`src/rtl/vrf_pkg.sv`:
```
//------------------------------------------------------------------------------
// vrf_pkg
// Shared vector-register-file types and constants for the AGU front end.
// Rev 1.0
//------------------------------------------------------------------------------
`default_nettype none

package vrf_pkg;

    typedef enum logic [1:0] {
        IDLE  = 2'd0,
        ISSUE = 2'd1,
        BUSY  = 2'd2
    } agu_arb_state_t;

    localparam logic [1:0] SEW8  = 2'd0;
    localparam logic [1:0] SEW16 = 2'd1;
    localparam logic [1:0] SEW32 = 2'd2;
    localparam logic [1:0] SEW64 = 2'd3;

    localparam int DEF_VLEN       = 16384;
    localparam int DEF_DATA_WIDTH = 64;
    localparam int BEATS_PER_REG  = DEF_VLEN / DEF_DATA_WIDTH;

    // Registers in a whole-register group for a given SEW encoding.
    function automatic logic [3:0] sew_group_regs(input logic [1:0] sew);
        case (sew)
            SEW8:    return 4'd1;
            SEW16:   return 4'd2;
            SEW32:   return 4'd4;
            SEW64:   return 4'd8;
        endcase
    endfunction

endpackage

`default_nettype wire

```
`src/rtl/rr_arb_pick.sv`:
```
//------------------------------------------------------------------------------
// rr_arb_pick
// Combinational round-robin pick: first asserted request after ptr, wrapping.
// Rev 1.0
//------------------------------------------------------------------------------
`default_nettype none

module rr_arb_pick #(
    parameter int NUM_REQ = 3,
    parameter int IDX_W   = (NUM_REQ > 1) ? $clog2(NUM_REQ) : 1
) (
    input  logic [NUM_REQ-1:0] req,
    input  logic [IDX_W-1:0]   ptr,
    output logic [NUM_REQ-1:0] onehot,
    output logic [IDX_W-1:0]   idx,
    output logic               any
);

    logic [IDX_W-1:0] w_cand [NUM_REQ];

    for (genvar k = 0; k < NUM_REQ; k++) begin : g_cand
        assign w_cand[k] = IDX_W'((32'(ptr) + 32'(k) + 32'd1) % 32'(NUM_REQ));
    end

    // Walk candidates farthest-first so the nearest valid one is assigned last.
    always_comb begin
        onehot = '0;
        idx    = '0;
        any    = 1'b0;
        for (int k = NUM_REQ - 1; k >= 0; k--) begin
            if (req[w_cand[k]]) begin
                onehot            = '0;
                onehot[w_cand[k]] = 1'b1;
                idx               = w_cand[k];
                any               = 1'b1;
            end
        end
    end

endmodule

`default_nettype wire

```
`src/rtl/agu_req_arbiter.sv`:
```
//------------------------------------------------------------------------------
// agu_req_arbiter
// Round-robin sharing of one address generator with config latch and watchdog.
// Rev 1.0
//------------------------------------------------------------------------------
`default_nettype none

module agu_req_arbiter
    import vrf_pkg::*;
#(
    parameter int NUM_REQ       = 3,
    parameter int VLEN          = DEF_VLEN,
    parameter int DATA_WIDTH    = DEF_DATA_WIDTH,
    parameter int ADDR_WIDTH    = 5,
    parameter int OFF_WIDTH     = $clog2(VLEN / DATA_WIDTH),
    parameter int TIMEOUT_SLACK = 4
) (
    input  logic                            clk,
    input  logic                            rst_n,
    input  logic [NUM_REQ-1:0]              req_valid,
    output logic [NUM_REQ-1:0]              req_ready,
    input  logic [NUM_REQ*ADDR_WIDTH-1:0]   req_addr,
    input  logic [NUM_REQ*2-1:0]            req_sew,
    input  logic [NUM_REQ*OFF_WIDTH-1:0]    req_max_off,
    input  logic [NUM_REQ*3-1:0]            req_max_reg,
    input  logic [NUM_REQ-1:0]              req_whole_reg,
    input  logic [NUM_REQ-1:0]              req_widen,
    output logic                            agu_en,
    output logic [ADDR_WIDTH-1:0]           agu_addr,
    output logic [1:0]                      agu_sew,
    output logic [OFF_WIDTH-1:0]            agu_max_off,
    output logic [2:0]                      agu_max_reg,
    output logic                            agu_whole_reg,
    output logic                            agu_widen,
    output logic [OFF_WIDTH-1:0]            agu_off,
    input  logic                            agu_idle,
    input  logic                            agu_addr_end,
    output logic [$clog2(NUM_REQ)-1:0]      grant_id,
    output logic                            busy,
    output logic [NUM_REQ-1:0]              done,
    output logic                            err
);

    localparam int ID_W   = $clog2(NUM_REQ);
    localparam int EXP_W  = OFF_WIDTH + 5;
    localparam int OFFS_W = OFF_WIDTH + 1;
    localparam int CNT_W  = EXP_W + 1;

    agu_arb_state_t r_state, w_state_nxt;

    logic [ID_W-1:0]       r_ptr;
    logic [ID_W-1:0]       r_grant;
    logic [ADDR_WIDTH-1:0] r_addr;
    logic [1:0]            r_sew;
    logic [OFF_WIDTH-1:0]  r_max_off;
    logic [2:0]            r_max_reg;
    logic                  r_whole;
    logic                  r_widen;
    logic [EXP_W-1:0]      r_expected;
    logic [CNT_W-1:0]      r_beat_cnt;
    logic [NUM_REQ-1:0]    r_done;
    logic                  r_err;

    logic [NUM_REQ-1:0]    w_onehot;
    logic [ID_W-1:0]       w_idx;
    logic                  w_any;

    logic [ADDR_WIDTH-1:0] w_sel_addr;
    logic [1:0]            w_sel_sew;
    logic [OFF_WIDTH-1:0]  w_sel_max_off;
    logic [2:0]            w_sel_max_reg;
    logic                  w_sel_whole;
    logic                  w_sel_widen;

    logic [3:0]            w_regs;
    logic [OFFS_W-1:0]     w_offs;
    logic [EXP_W-1:0]      w_expected;
    logic [CNT_W-1:0]      w_beat_now;
    logic [CNT_W-1:0]      w_limit;
    logic                  w_timeout;

    logic                  w_grant_fire;
    logic                  w_sweep_end;
    logic                  w_sweep_to;

    rr_arb_pick #(
        .NUM_REQ (NUM_REQ),
        .IDX_W   (ID_W)
    ) u_pick (
        .req    (req_valid),
        .ptr    (r_ptr),
        .onehot (w_onehot),
        .idx    (w_idx),
        .any    (w_any)
    );

    always_comb begin
        w_sel_addr    = '0;
        w_sel_sew     = '0;
        w_sel_max_off = '0;
        w_sel_max_reg = '0;
        w_sel_whole   = 1'b0;
        w_sel_widen   = 1'b0;
        for (int i = 0; i < NUM_REQ; i++) begin
            if (w_onehot[i]) begin
                w_sel_addr    = req_addr[i*ADDR_WIDTH +: ADDR_WIDTH];
                w_sel_sew     = req_sew[i*2 +: 2];
                w_sel_max_off = req_max_off[i*OFF_WIDTH +: OFF_WIDTH];
                w_sel_max_reg = req_max_reg[i*3 +: 3];
                w_sel_whole   = req_whole_reg[i];
                w_sel_widen   = req_widen[i];
            end
        end
    end

    // Beat budget of the sweep being granted, captured alongside its config.
    always_comb begin
        w_regs     = w_sel_whole ? sew_group_regs(w_sel_sew)
                                 : {1'b0, w_sel_max_reg} + 4'd1;
        w_offs     = w_sel_whole ? OFFS_W'(VLEN / DATA_WIDTH)
                                 : {1'b0, w_sel_max_off} + OFFS_W'(1);
        w_expected = (EXP_W'(w_regs) * EXP_W'(w_offs)) << w_sel_widen;
    end

    // w_beat_now counts the current BUSY cycle, so the watchdog fires on the
    // (expected + slack)-th BUSY cycle without an end-of-sweep.
    assign w_beat_now = r_beat_cnt + CNT_W'(1);
    assign w_limit    = {1'b0, r_expected} + CNT_W'(TIMEOUT_SLACK);
    assign w_timeout  = (w_beat_now == w_limit);

    always_ff @(posedge clk or negedge rst_n) begin
        if (!rst_n) begin
            r_state <= IDLE;
        end else begin
            r_state <= w_state_nxt;
        end
    end

    always_comb begin
        w_state_nxt  = r_state;
        w_grant_fire = 1'b0;
        w_sweep_end  = 1'b0;
        w_sweep_to   = 1'b0;
        req_ready    = '0;
        agu_en       = 1'b0;
        case (r_state)
            IDLE: begin
                if (w_any && agu_idle && rst_n) begin
                    req_ready    = w_onehot;
                    w_grant_fire = 1'b1;
                    w_state_nxt  = ISSUE;
                end
            end
            ISSUE: begin
                agu_en      = 1'b1;
                w_state_nxt = BUSY;
            end
            BUSY: begin
                if (agu_addr_end) begin
                    w_sweep_end = 1'b1;
                    w_state_nxt = IDLE;
                end else if (w_timeout) begin
                    w_sweep_to  = 1'b1;
                    w_state_nxt = IDLE;
                end
            end
            default: begin
                w_state_nxt = IDLE;
            end
        endcase
    end

    always_ff @(posedge clk or negedge rst_n) begin
        if (!rst_n) begin
            r_ptr      <= ID_W'(NUM_REQ - 1);
            r_grant    <= '0;
            r_addr     <= '0;
            r_sew      <= '0;
            r_max_off  <= '0;
            r_max_reg  <= '0;
            r_whole    <= 1'b0;
            r_widen    <= 1'b0;
            r_expected <= '0;
            r_beat_cnt <= '0;
            r_done     <= '0;
            r_err      <= 1'b0;
        end else begin
            r_done <= '0;
            r_err  <= 1'b0;
            if (w_grant_fire) begin
                r_grant    <= w_idx;
                r_addr     <= w_sel_addr;
                r_sew      <= w_sel_sew;
                r_max_off  <= w_sel_max_off;
                r_max_reg  <= w_sel_max_reg;
                r_whole    <= w_sel_whole;
                r_widen    <= w_sel_widen;
                r_expected <= w_expected;
            end
            if (r_state == ISSUE) begin
                r_beat_cnt <= '0;
            end else if (r_state == BUSY) begin
                r_beat_cnt <= w_beat_now;
            end
            if (w_sweep_end) begin
                r_done <= NUM_REQ'(1) << r_grant;
                r_ptr  <= r_grant;
            end
            if (w_sweep_to) begin
                r_err <= 1'b1;
                r_ptr <= r_grant;
            end
        end
    end

    assign agu_addr      = r_addr;
    assign agu_sew       = r_sew;
    assign agu_max_off   = r_max_off;
    assign agu_max_reg   = r_max_reg;
    assign agu_whole_reg = r_whole;
    assign agu_widen     = r_widen;
    assign agu_off       = '0;
    assign grant_id      = r_grant;
    assign busy          = (r_state != IDLE);
    assign done          = r_done;
    assign err           = r_err;

endmodule

`default_nettype wire

```
`config.mk`:
```
export PLATFORM = sky130hd
export DESIGN_NAME = agu_req_arbiter
export DESIGN_NICKNAME = d
export VERILOG_FILES = /design/src/rtl/vrf_pkg.sv /design/src/rtl/rr_arb_pick.sv /design/src/rtl/agu_req_arbiter.sv
export SDC_FILE = /design/constraint.sdc
export NUM_CORES = 1
export LEC_CHECK = 0
export ABC_AREA = 1
export CORE_UTILIZATION = 57
export DETAILED_ROUTE_END_ITERATION = 10
export GPL_ROUTABILITY_DRIVEN = 0
export GPL_TIMING_DRIVEN = 0
export PLACE_DENSITY = 0.88
export SLEW_MARGIN = 20
export SYNTH_ARGS = -nofsm -noshare
export SYNTH_HDL_FRONTEND = slang
export SYNTH_HIERARCHICAL = 1
export SYNTH_SLANG_ARGS = --single-unit
```
`constraint.sdc`:
```
create_clock -name clk -period 15.6 [get_ports clk]
set_input_delay 3.12 -clock clk [delete_from_list [all_inputs] [get_ports clk]]
set_output_delay 3.12 -clock clk [all_outputs]
set_load 0.005 [all_outputs]
```
==> results of run 1 <==
per-layer routing:
layer / global-route usage (%) / vias to the layer above
met2: 55.0 / 185
met5: 0 / -
met3: 3.62 / 44
met1: 35.0 / 2545
met4: 14.9 / 0
li1: - / 2819
area by class of cell:
| class | instances | area (µm²) | area share (%) |
|---|---|---|---|
| Clock inverter | 7 | 103 | 1.52 |
| Multi-Input combinational cell | 610 | 3310 | 49.0 |
| Sequential cell | 57 | 1430 | 21.2 |
| Inverter | 130 | 490 | 7.27 |
| Buffer | 25 | 158 | 2.34 |
| Timing Repair Buffer | 98 | 996 | 14.8 |
| Clock buffer | 9 | 124 | 1.84 |
| Tap cell | 111 | 139 | 2.06 |
logic make-up after synthesis:
group	after synthesis
AOI/OAI and AO/OA	113
xor gates and xnor gates	7
adders and majority gates	42
buffers and inverters	155
DFF	57
other	1
and+or+nand+nor	440
critical path, cell delays in order:
cell and delay [ns]:
clkdlybuf4s50_1 0.50, inv_1 0.08, o21ai_0 0.18, nand2_2 0.13, nand4_1 0.09, nand3_1 0.11, nor2_1 0.19, clkinv_1 0.25
clkbuf_1 0.31, nor2_1 0.17, clkdlybuf4s50_1 0.54
synth_stat cells (2+ instances only):
cell and count:
nand2_1 253, inv_1 120, nor2_1 81, nand3_1 57, dfrtp_1 56, o21ai_0 36
ha_1 28, a21oi_1 23, fa_1 14, nand4_1 13, buf_4 12, o22ai_1 11
nor3_1 10, clkbuf_1 8, inv_2 7, o21ai_1 6, xor2_1 6, a22oi_1 5
o211ai_1 5, o21a_1 5, o221ai_1 5, nand2_2 4, nor2_2 4, nor2_4 4
a31oi_1 3, and2_1 3, buf_2 3, or2_2 3, a21boi_0 2, a21oi_2 2
a221oi_1 2, buf_6 2, clkinv_2 2, nor4_1 2, o21a_4 2, o21bai_1 2
worst max path at each step:
stage	slack, ns	end	depth (start not counted)
floorplan	7.92	r_expected[10]$_DFFE_PN0P_	29
global placement	5.11	req_ready[0]	7
detailed placement	6.80	r_expected[11]$_DFFE_PN0P_	31
finish	6.80	req_ready[0]	11
CTS	6.82	req_ready[0]	11
global route	6.57	req_ready[0]	13
through the flow:
| step | utilization [%] | instances | hold WS [ns] | cell area, µm² | setup WS [ns] |
|---|---|---|---|---|---|
| after floorplan | - | 822 | 0.467 | 5380 | 7.92 |
| after detailed placement | 71.2 | 1031 | 0.470 | 6520 | 6.80 |
| after CTS | 73.7 | 1047 | 0.492 | 6750 | 6.82 |
| final | 73.7 | 1047 | 0.489 | 6750 | 6.80 |
| after global routing | 73.7 | 1047 | 0.511 | 6750 | 6.57 |
| after global placement | 71.0 | 1030 | 0.462 | 6490 | 5.11 |
==> flow_results.org, run 1 <==
** Synthesis
- After synthesis, the largest family of logic cells by area is simple AND/OR/NAND/NOR gates.
- Post-synthesis xor/xnor area fraction :: 1.14%
- Of the synthesized area, sequential elements account for 26.6%.
- Synthesized-area fraction occupied by adder cells :: 11.8%
- By area the synthesized netlist is led by dfrtp_1 (26%), nand2_1 (18%), inv_1 (8.4%).
- The synthesized design contains 57 register bits.
- Biggest area consumer among synthesized cells :: dfrtp_1
- Netlist Area Pre-Place :: 5360 µm²
- Counting flops with a built-in enable in the synthesized netlist gives 0.
- Compound-gate portion of the synthesized area :: 13.1%
- The synthesized netlist devotes 35.2% of its cell area to simple gates.
- Cell variety after synth :: 50
- In the synthesized netlist the dominant register cell turns out to be dfrtp_1.
- During synthesis, Yosys emitted a total of 6 warnings.
- Proportion of synthesized flip-flops having asynchronous set or reset :: 100%
- Mean area per synthesized cell :: 6.57 µm²
- Mux contribution to synthesized area :: 0%
- Synthesized instance count :: 815
- Fraction of synthesized cell area taken by the top area cell type :: 26.2%

** Clocking
- Clock-pin slew was measured on the worst setup and hold paths at 0.08 ns.
- TritonCTS clock tree :: yes
- Hold-fix buffers, CTS :: 0
- Clock Sinks :: 57
- Post-CTS repair changed the size of 0 cells.
- Clock Tree Buf Depth :: 2
- Post-CTS Repair Setup Buffers :: 0
- The H-tree generated during clock tree synthesis spans 3 levels.
- Clock Tree Root :: clkbuf_8
- Clock latency on the worst-skew pair, taken at its later pin, is 0.36 ns.
- Total CTS buffers :: 9

** Critical path
- STA classifies the critical path startpoint as an input port.
- Largest fanout on the critical path :: 10
- The most critical setup path has its startpoint at req_valid[2].
- Req. time, crit path :: 12.48 ns
- Worst R2R Setup Slack :: 9.48 ns
- STA puts the critical path data arrival time at 5.68 ns.
- Crit Reg-Reg Startpoint :: r_ptr[1]$_DFFE_PN1P_
- Type of the worst setup path :: input port to output pin
- Endpoint type of the worst setup path :: output pin
- R2r worst-path depth :: 32
- Terminus of the critical flop-to-flop path :: r_expected[11]$_DFFE_PN0P_

** STA
- Max-slew violation count :: 0
- Between clock sinks in the finished design, the worst skew comes to 0.0132 ns.
- The number of hold violations in the final report is 0.
- Setup violations remaining at the end of the flow were counted as 0.
- Highest clock rate :: 0.114 GHz
- Transition at the pin with the smallest max-transition slack :: 0.548 ns
- Summed over all failing endpoints, the final setup total negative slack is 0 ns.
- Tmin final :: 8.80 ns
- Setup repair after global routing left no endpoint under its margin.
- Worst slew margin relative to its limit :: 63.3%
- Final clock period utilization by the worst path :: 56.4%

** GRT
- First-pass GRT wire length :: 23.5 mm
- Global-route usage over all layers :: 30.2%
- The initial antenna violation count came to 0.
- The number of global-route vias before repair is 5330.
- Entering global routing, the biggest net connects 55 pins.
- The total overflow left after global routing is 0.

** Worst hold path
- The path class of the tightest hold or removal check is flip-flop to flip-flop.
- In this run the most critical hold path is launched from agu_addr[2]$_DFFE_PN0P_.
- Counting instances, the worst hold path has a depth of 2.
- The worst hold path terminates at agu_addr[2]$_DFFE_PN0P_.

** Detailed routing
- The detail route stage leaves a number of antenna-violating nets equal to 0.
- Violation count after the first detailed-route iteration :: 230
- In the detailed route, the total length drawn on met3 is 673 µm.
- For this block, wires on met1 add up to 5.80 mm.
- WL/cell :: 13.4 µm
- Routed wire length :: 14.0 mm
- In the routed design, unresolved DRC markers number 0.
- Top Layer Used :: met4
- DRT Pass-1 Iters :: 7
- Vias per inst :: 5.34
- The detailed router placed 5593 vias in this run.
- Detailed routing placed a total of 7.08 mm of wire on met2.

** Final layout
- Largest Register :: r_beat_cnt
- Of the cells placed in the final design, the portion with a size suffix greater than 1 is 7.48%.
- The register with the most flip-flops in the layout has 14 of them.
- Most common library cell in the layout ignoring fill and taps :: nand2_1
- Diode insertion count for antenna repair :: 0
- The top cell types in the final layout, fill and taps aside, are nand2_1 (253), inv_1 (120), clkdlybuf4s50_1 (96), nor2_1 (81), nand3_1 (57).
- After the last flow step, the layout net total stands at 1040.
- The filler cells instantiated in the layout total 736.
- Area overhead of the layout relative to synthesis :: 25.9%

** Flow run
- Max-Cap Viols :: 0

** Place
- Port buffering added 97 buffers.
- Detailed placement HPWL :: 11.1 mm

** Floorplan
- The die is 99.0 µm tall.
- The floorplan step defined a die boundary enclosing 9790 µm².
- Count of pins on the block boundary :: 106
- The floorplan has 35 rows.
- Placeable core area :: 9150 µm²
- Starting density of the core :: 58.5%
- Horizontal die dimension :: 99.0 µm

** Outcome
- The flow ran to the end, and the final reports show no timing, DRC or antenna violations.
Power of run 1 is not shown: default switching activity piles up to over one toggle a cycle in this logic, so the estimate is an artifact.
==> run 2: changes to the inputs <==
--- a/config.mk
+++ b/config.mk
@@ -6,11 +6,11 @@
 export NUM_CORES = 1
 export LEC_CHECK = 0
 export ABC_AREA = 1
-export CORE_UTILIZATION = 57
+export CORE_UTILIZATION = 53
 export DETAILED_ROUTE_END_ITERATION = 10
 export GPL_ROUTABILITY_DRIVEN = 0
 export GPL_TIMING_DRIVEN = 0
-export PLACE_DENSITY = 0.88
+export PLACE_DENSITY = 0.83
 export SLEW_MARGIN = 20
 export SYNTH_ARGS = -nofsm -noshare
 export SYNTH_HDL_FRONTEND = slang
==> constraint.sdc (replaced) <==
create_clock -name clk -period 8.8 [get_ports clk]
set_input_delay 1.76 -clock clk [delete_from_list [all_inputs] [get_ports clk]]
set_output_delay 1.76 -clock clk [all_outputs]
set_load 0.005 [all_outputs]
==> run 2 against run 1 <==
Count of clock-buffer cells in the layout increased by 3. Die area up 7.4%. Register-to-register slack got worse by 6.7 ns. Setup slack worse by 5.2 ns. Global-route usage fell by 2.5 points. Non-clock buffer count fell by 1. Largest cell class unchanged. Hold slack worse by 0.0048 ns. Cell area is 0.30% lower. First-iteration DRC count up 18%.
==> flow_results.org, run 2 (same netlist as run 1, synthesis figures left out) <==
** Outcome
- Outcome :: complete, no violations

** Worst hold path
- The worst hold path passes through 2 cells.
- In this run the worst hold path is classified as flip-flop to flip-flop.
- End point of the worst hold path :: agu_addr[2]$_DFFE_PN0P_
- In this run the most critical hold path is launched from agu_addr[2]$_DFFE_PN0P_.

** Floorplan
- The die is 103 µm wide.
- The floorplan has 36 rows.
- 106 I/O pins were placed.
- Starting density of the core :: 54.8%
- Floorplan die area :: 10500 µm²
- DIE HEIGHT :: 103 µm
- Placeable core area :: 9770 µm²

** Critical path
- Terminus of the critical flop-to-flop path :: r_expected[10]$_DFFE_PN0P_
- The worst register-to-register path begins at r_ptr[0]$_DFFE_PN0P_.
- Counting cells, the worst reg-to-reg path comes to 31.
- Type of the worst setup path :: input port to flip-flop
- The critical path starts at req_valid[2].
- Cell family contributing the most delay on the critical path :: simple AND/OR/NAND/NOR gates
- Startpoint kind of the worst setup timing path :: input port
- The most numerous cell type found on the critical path is nand2_1.
- In this run the register-to-register setup slack is 2.74 ns.
- WP buf/inv :: 5
- Largest fanout on the critical path :: 10
- The slowest stage of the critical path belongs to the cell fa_1.
- For the worst setup path, the data required time is 9.05 ns.
- STA puts the critical path data arrival time at 7.40 ns.
- Endpoint type of the worst setup path :: flip-flop
- Worst path max stage delay :: 0.53 ns

** STA
- Max-slew violation count :: 0
- Hold Fails Final Rpt :: 0
- The worst path meets setup with 1.65 ns of slack.
- For this run, the top clock speed supported by timing is 0.140 GHz.
- At the pin with the least slew margin, the transition time is 0.720 ns.
- Skew final :: 0.0134 ns
- Tmin final :: 7.15 ns
- Setup repair after global routing left no endpoint under its margin.
- Headroom to the max-slew limit came out at 52.0%.
- Setup-failing EPs final :: 0
- In the final timing run, aggregate negative setup slack is 0 ns.
- The worst path uses 81.3% of the clock period.

** Place
- Prior to clock tree synthesis, the placed netlist has a worst setup slack of 1.35 ns.
- During placement, the flow inserted port buffers numbering 97.
- Detailed placement HPWL :: 11.1 mm

** Final layout
- Net count of the finished layout :: 1039
- Summing all multi-input logic gate instances after layout gives 3310 µm².
- The area growth from synthesis to layout is 25.5%.
- Layout cell share with drive strength beyond 1 :: 7.27%
- Across the whole layout, storage elements account for 1430 µm².
- Diode insertion count for antenna repair :: 0
- The register with the most flip-flops in the layout has 14 of them.
- Number of fillers in the final layout :: 890
- The library cell used most frequently in the layout, excluding fill and tap cells, is nand2_1.
- Largest Register :: r_beat_cnt
- In the layout the commonest cells are nand2_1 (253), inv_1 (120), clkdlybuf4s50_1 (96), nor2_1 (81), nand3_1 (57).

** GRT
- Number of antenna violations at the first check in global routing :: 0
- Via count of the first global-routing pass :: 5169
- First-pass GRT wire length :: 22.8 mm
- Pin count of the biggest net entering global routing :: 59
- For this run the aggregate overflow at the end of global routing stands at 0.
- Global routing used 27.8% of the available tracks.

** Clocking
- Clock Tree Root :: clkbuf_8
- Once the clock tree was built, the resizer swapped 0 gates to a different size.
- Clock Sinks :: 57
- Clock transition at path regs :: 0.07 ns
- TritonCTS built the clock tree.
- The clock reaches the later pin of the worst-skew pair after 0.34 ns.
- In this run the number of H-tree levels came out at 3.
- Total CTS buffers :: 9
- For this design, the CTS-stage hold fixing added 0 buffers.
- Post-CTS Repair Setup Buffers :: 0
- The clock passes through at most 2 buffers.

** Detailed routing
- Violation count after the first detailed-route iteration :: 271
- In the final routed layout, each cell accounts on average for 13.0 µm.
- The first TritonRoute pass finished after 6 iterations.
- Via count :: 5480
- Vias per inst :: 5.13
- The detail route stage leaves a number of antenna-violating nets equal to 0.
- Routed wire length :: 13.9 mm
- DRC Markers :: 0

** Flow run
- Max-Cap Viols :: 0
run 2: cell types whose count changed in the layout (fill, tap and decap cells not counted), sizes merged:
cell and delta:
clkinv -1, buf -1, inv -1, clkbuf +3, bufinv -1
run 2: per-layer routing:
metal  up-vias  GRT usage [%]  part of all wire, %
met5         -              0                    0
met2       145           51.3                   50
met3        50           4.75                  3.6
met4         0           10.3                  3.4
li1       2819              -                    -
met1      2466           32.0                   43
run 2: metrics by stage:
stage	hold WS [ns]	area, µm²	utilization, %	cells
final	0.484	6730	68.8	1068
after global routing	0.513	6730	68.8	1068
after CTS	0.486	6730	68.8	1068
after detailed placement	0.465	6520	66.7	1052
after global placement	0.462	6520	66.7	1052
after floorplan	0.467	5380	-	822
run 2: worst max path at each step:
stage,to,slack [ns],cells past startpoint
2_1_floorplan,r_expected[10]$_DFFE_PN0P_,2.48,29
3_3_place_gp,req_ready[0],1.17,7
3_5_place_dp,r_expected[10]$_DFFE_PN0P_,1.35,31
4_1_cts,r_expected[10]$_DFFE_PN0P_,1.70,31
5_1_grt,r_expected[10]$_DFFE_PN0P_,1.12,31
6_report,r_expected[10]$_DFFE_PN0P_,1.65,31
run 2: area by class of cell:
| cell class | instances | share of cell area (%) |
|---|---|---|
| Multi-Input combinational cell | 610 | 49.2 |
| Sequential cell | 57 | 21.2 |
| Timing Repair Buffer | 97 | 14.4 |
| Inverter | 130 | 7.29 |
| Tap cell | 133 | 2.47 |
| Buffer | 25 | 2.34 |
| Clock buffer | 12 | 2.31 |
| Clock inverter | 4 | 0.763 |
run 2: worst register-to-register path, delay by kind of cell, from the launching register on:
kind / cells / cell delay, ns
adder cells (fa/ha/maj): 5 / 1.99
AND/OR/NAND/NOR: 14 / 1.68
AO/OA/AOI/OAI: 7 / 1.28
flip-flops: 1 / 0.40
buffers and inverters: 4 / 0.39
XOR/XNOR: 1 / 0.19
Power of run 2 is left out for the same reason.
==> run 3: changes to the inputs <==
==> constraint.sdc (replaced) <==
create_clock -name clk -period 6.9 [get_ports clk]
set_input_delay 1.38 -clock clk [delete_from_list [all_inputs] [get_ports clk]]
set_output_delay 1.38 -clock clk [all_outputs]
set_load 0.005 [all_outputs]
==> run 3 against run 2 <==
Critical path depth rose by 1. Cell area rose by 1.4%. Clock skew barely moved. First-iteration DRC count rose by 7.7%. Non-clock buffer count rose by 6. Die area did not move. Critical endpoint unchanged.
==> flow_results.org, run 3 (same netlist as run 1, synthesis figures left out) <==
** Outcome
- Outcome :: complete, no violations

** Detailed routing
- In the routed layout, each cell is associated on average with a via count of 5.13.
- Antenna-violating nets left :: 0
- WL/cell :: 13.2 µm
- The detailed router finished its first iteration with 292 violations.
- The routed layout has 5511 vias.
- DRC Markers :: 0
- After detailed routing, the total wire length is 14.2 mm.
- DRT Pass-1 Iters :: 5

** STA
- In this run the tightest slew margin relative to its limit is 51.8%.
- Setup violations remaining at the end of the flow were counted as 0.
- At the pin with the least slew margin, the transition time is 0.723 ns.
- Static timing analysis puts the maximum clock frequency at 0.152 GHz.
- Skew final :: 0.0135 ns
- Unrepaired setup endpoints after global routing :: true
- Tmin final :: 6.57 ns
- The final max-slew violation count came to 0.
- The number of hold violations in the final report was 0.
- Final clock period utilization by the worst path :: 95.2%
- In the post-route analysis, the smallest setup slack over all paths is 0.330 ns.

** Clocking
- Total CTS buffers :: 9
- Clock transition at path regs :: 0.06 ns
- TritonCTS built the clock tree.
- The clock reaches the later pin of the worst-skew pair after 0.34 ns.
- Clock Sinks :: 57
- Clock Tree Root :: clkbuf_8
- Hold-fix buffers, CTS :: 0
- CTS built an H-tree with a depth of 3.
- Clock Tree Buf Depth :: 2

** Final layout
- Summing all non-filler instances in the final layout gives an area of 6820 µm².
- Number of fillers in the final layout :: 861
- r_beat_cnt holds more flip-flops than any other register.
- The library cell used most frequently in the layout, excluding fill and tap cells, is nand2_1.
- Total area of multi-input combinational cells :: 3350 µm²
- The post-route netlist has 8.70% of its cells at a drive strength greater than 1.
- Diode insertion count for antenna repair :: 0
- The register with the most flip-flops in the layout has 14 of them.
- Net count of the finished layout :: 1046
- The library cells used most frequently in the layout, excluding fill and tap cells, are nand2_1 (253), inv_1 (120), clkdlybuf4s50_1 (96), nor2_1 (78), nand3_1 (57).
- After the flow finishes, the layout carries non-filler instances totaling 1075.
- Relative to the synthesized area, the layout overhead comes to 27.3%.
- Flip-flop and latch area :: 1430 µm²

** Critical path
- The largest individual stage delay along the critical path comes from the cell fa_1.
- Together, buffers and inverters on the worst path number 9.
- The worst register-to-register path has a setup slack of 1.02 ns.
- In this run the worst path has a maximum fanout of 10.
- In this design, the stage delay of the slowest critical-path cell is 0.58 ns.
- Arrival @ worst endpoint :: 6.82 ns
- STA classifies the critical path endpoint as a flip-flop.
- Req. time, crit path :: 7.15 ns
- The worst setup path is of the input port to flip-flop kind.
- Startpoint kind of the worst setup timing path :: input port
- Cell family contributing the most delay on the critical path :: adder cells

** GRT
- Global route overflow :: 0
- Global-route usage over all layers :: 27.8%
- The first global-routing pass estimated 22.8 mm of wire.
- The initial antenna violation count was 0.
- The number of global-route vias before repair came to 5169.
- Pin count of the biggest net entering global routing :: 59

** Place
- Instance area after placement :: 6520 µm²
- The wire-length estimate of the detail-placed layout is 11.1 mm.
- Before CTS, the worst setup slack after placement is -0.168 ns.
- IO Port Bufs :: 97
- Placed cell count :: 1052

** Worst hold path
- Type of the worst min-delay path :: flip-flop to flip-flop

** Floorplan
- Floorplan die area :: 10500 µm²
- For this configuration, the core starts out at a cell density of 54.8%.
- The initialized floorplan defines 36 standard-cell rows.
- The die is 103 µm wide.
- Placeable core area :: 9770 µm²
- During I/O placement, the number of pins put on the boundary was 106.
- The die is 103 µm tall.

** Flow run
- The tool flagged a number of max-cap violations equal to 0.
==> run 3: cell types whose count changed in the layout (fill, tap and decap cells not counted), moves of 2 or more <==
cell and change:
nor2_4 +2, buf_2 -2, nor2_1 -3, a21oi_1 -2, nor2_2 +2, buf_4 +8
a21oi_2 +2
==> run 3: final timing paths <==
path	depth (start not counted)	start	endpoint
setup / recovery	32	req_valid[2]	r_expected[10]$_DFFE_PN0P_
hold / removal	2	agu_max_reg[1]$_DFFE_PN0P_	agu_max_reg[1]$_DFFE_PN0P_
setup reg to reg	33	r_ptr[0]$_DFFE_PN0P_	r_expected[10]$_DFFE_PN0P_
hold reg to reg	2	agu_max_reg[1]$_DFFE_PN0P_	agu_max_reg[1]$_DFFE_PN0P_
max in group asynchronous	1	rst_n	r_expected[10]$_DFFE_PN0P_
min in group asynchronous	1	rst_n	grant_id[1]$_DFFE_PN0P_
==> run 3: layout make-up <==
class	count	area share, %
Clock buffer	12	2.27
Tap cell	133	2.44
Inverter	130	7.19
Buffer	25	2.38
Sequential cell	57	20.9
Clock inverter	4	0.752
Multi-Input combinational cell	611	49.2
Timing Repair Buffer	103	14.9
==> run 3: per-layer routing <==
| layer | track usage (%) | up-vias | share of wire (%) |
|---|---|---|---|
| met4 | 10.3 | 0 | 3.1 |
| li1 | - | 2837 | - |
| met3 | 4.75 | 43 | 4.1 |
| met5 | 0 | - | 0 |
| met2 | 51.3 | 131 | 50 |
| met1 | 32.0 | 2500 | 43 |
==> run 3: repair_timing <==
| item | 4_1_cts | 5_1_grt |
|---|---|---|
| gates resized for setup | 0 | 15 |
| buffers inserted | 0 | 6 |
| setup endpoints to repair | 0 | 7 |
==> run 3: worst register-to-register path, delay by kind of cell (launching register included) <==
family	cells	cell delay, ns
adder cells (fa/ha/maj)	4	1.98
AND/OR/NAND/NOR	14	1.63
buffers and inverters	9	0.95
AO/OA/AOI/OAI	5	0.59
flip-flops	1	0.40
XOR/XNOR	1	0.21
==> run 3: through the flow <==
| step | setup TNS (ns) | hold slack, ns | util [%] |
|---|---|---|---|
| floorplan | 0 | 0.467 | - |
| global route | -0.0346 | 0.513 | 69.8 |
| detailed placement | -0.535 | 0.465 | 66.7 |
| finish | 0 | 0.483 | 69.8 |
| global placement | -0.332 | 0.462 | 66.7 |
| CTS | 0 | 0.486 | 68.8 |
Power of run 3 is left out for the same reason.
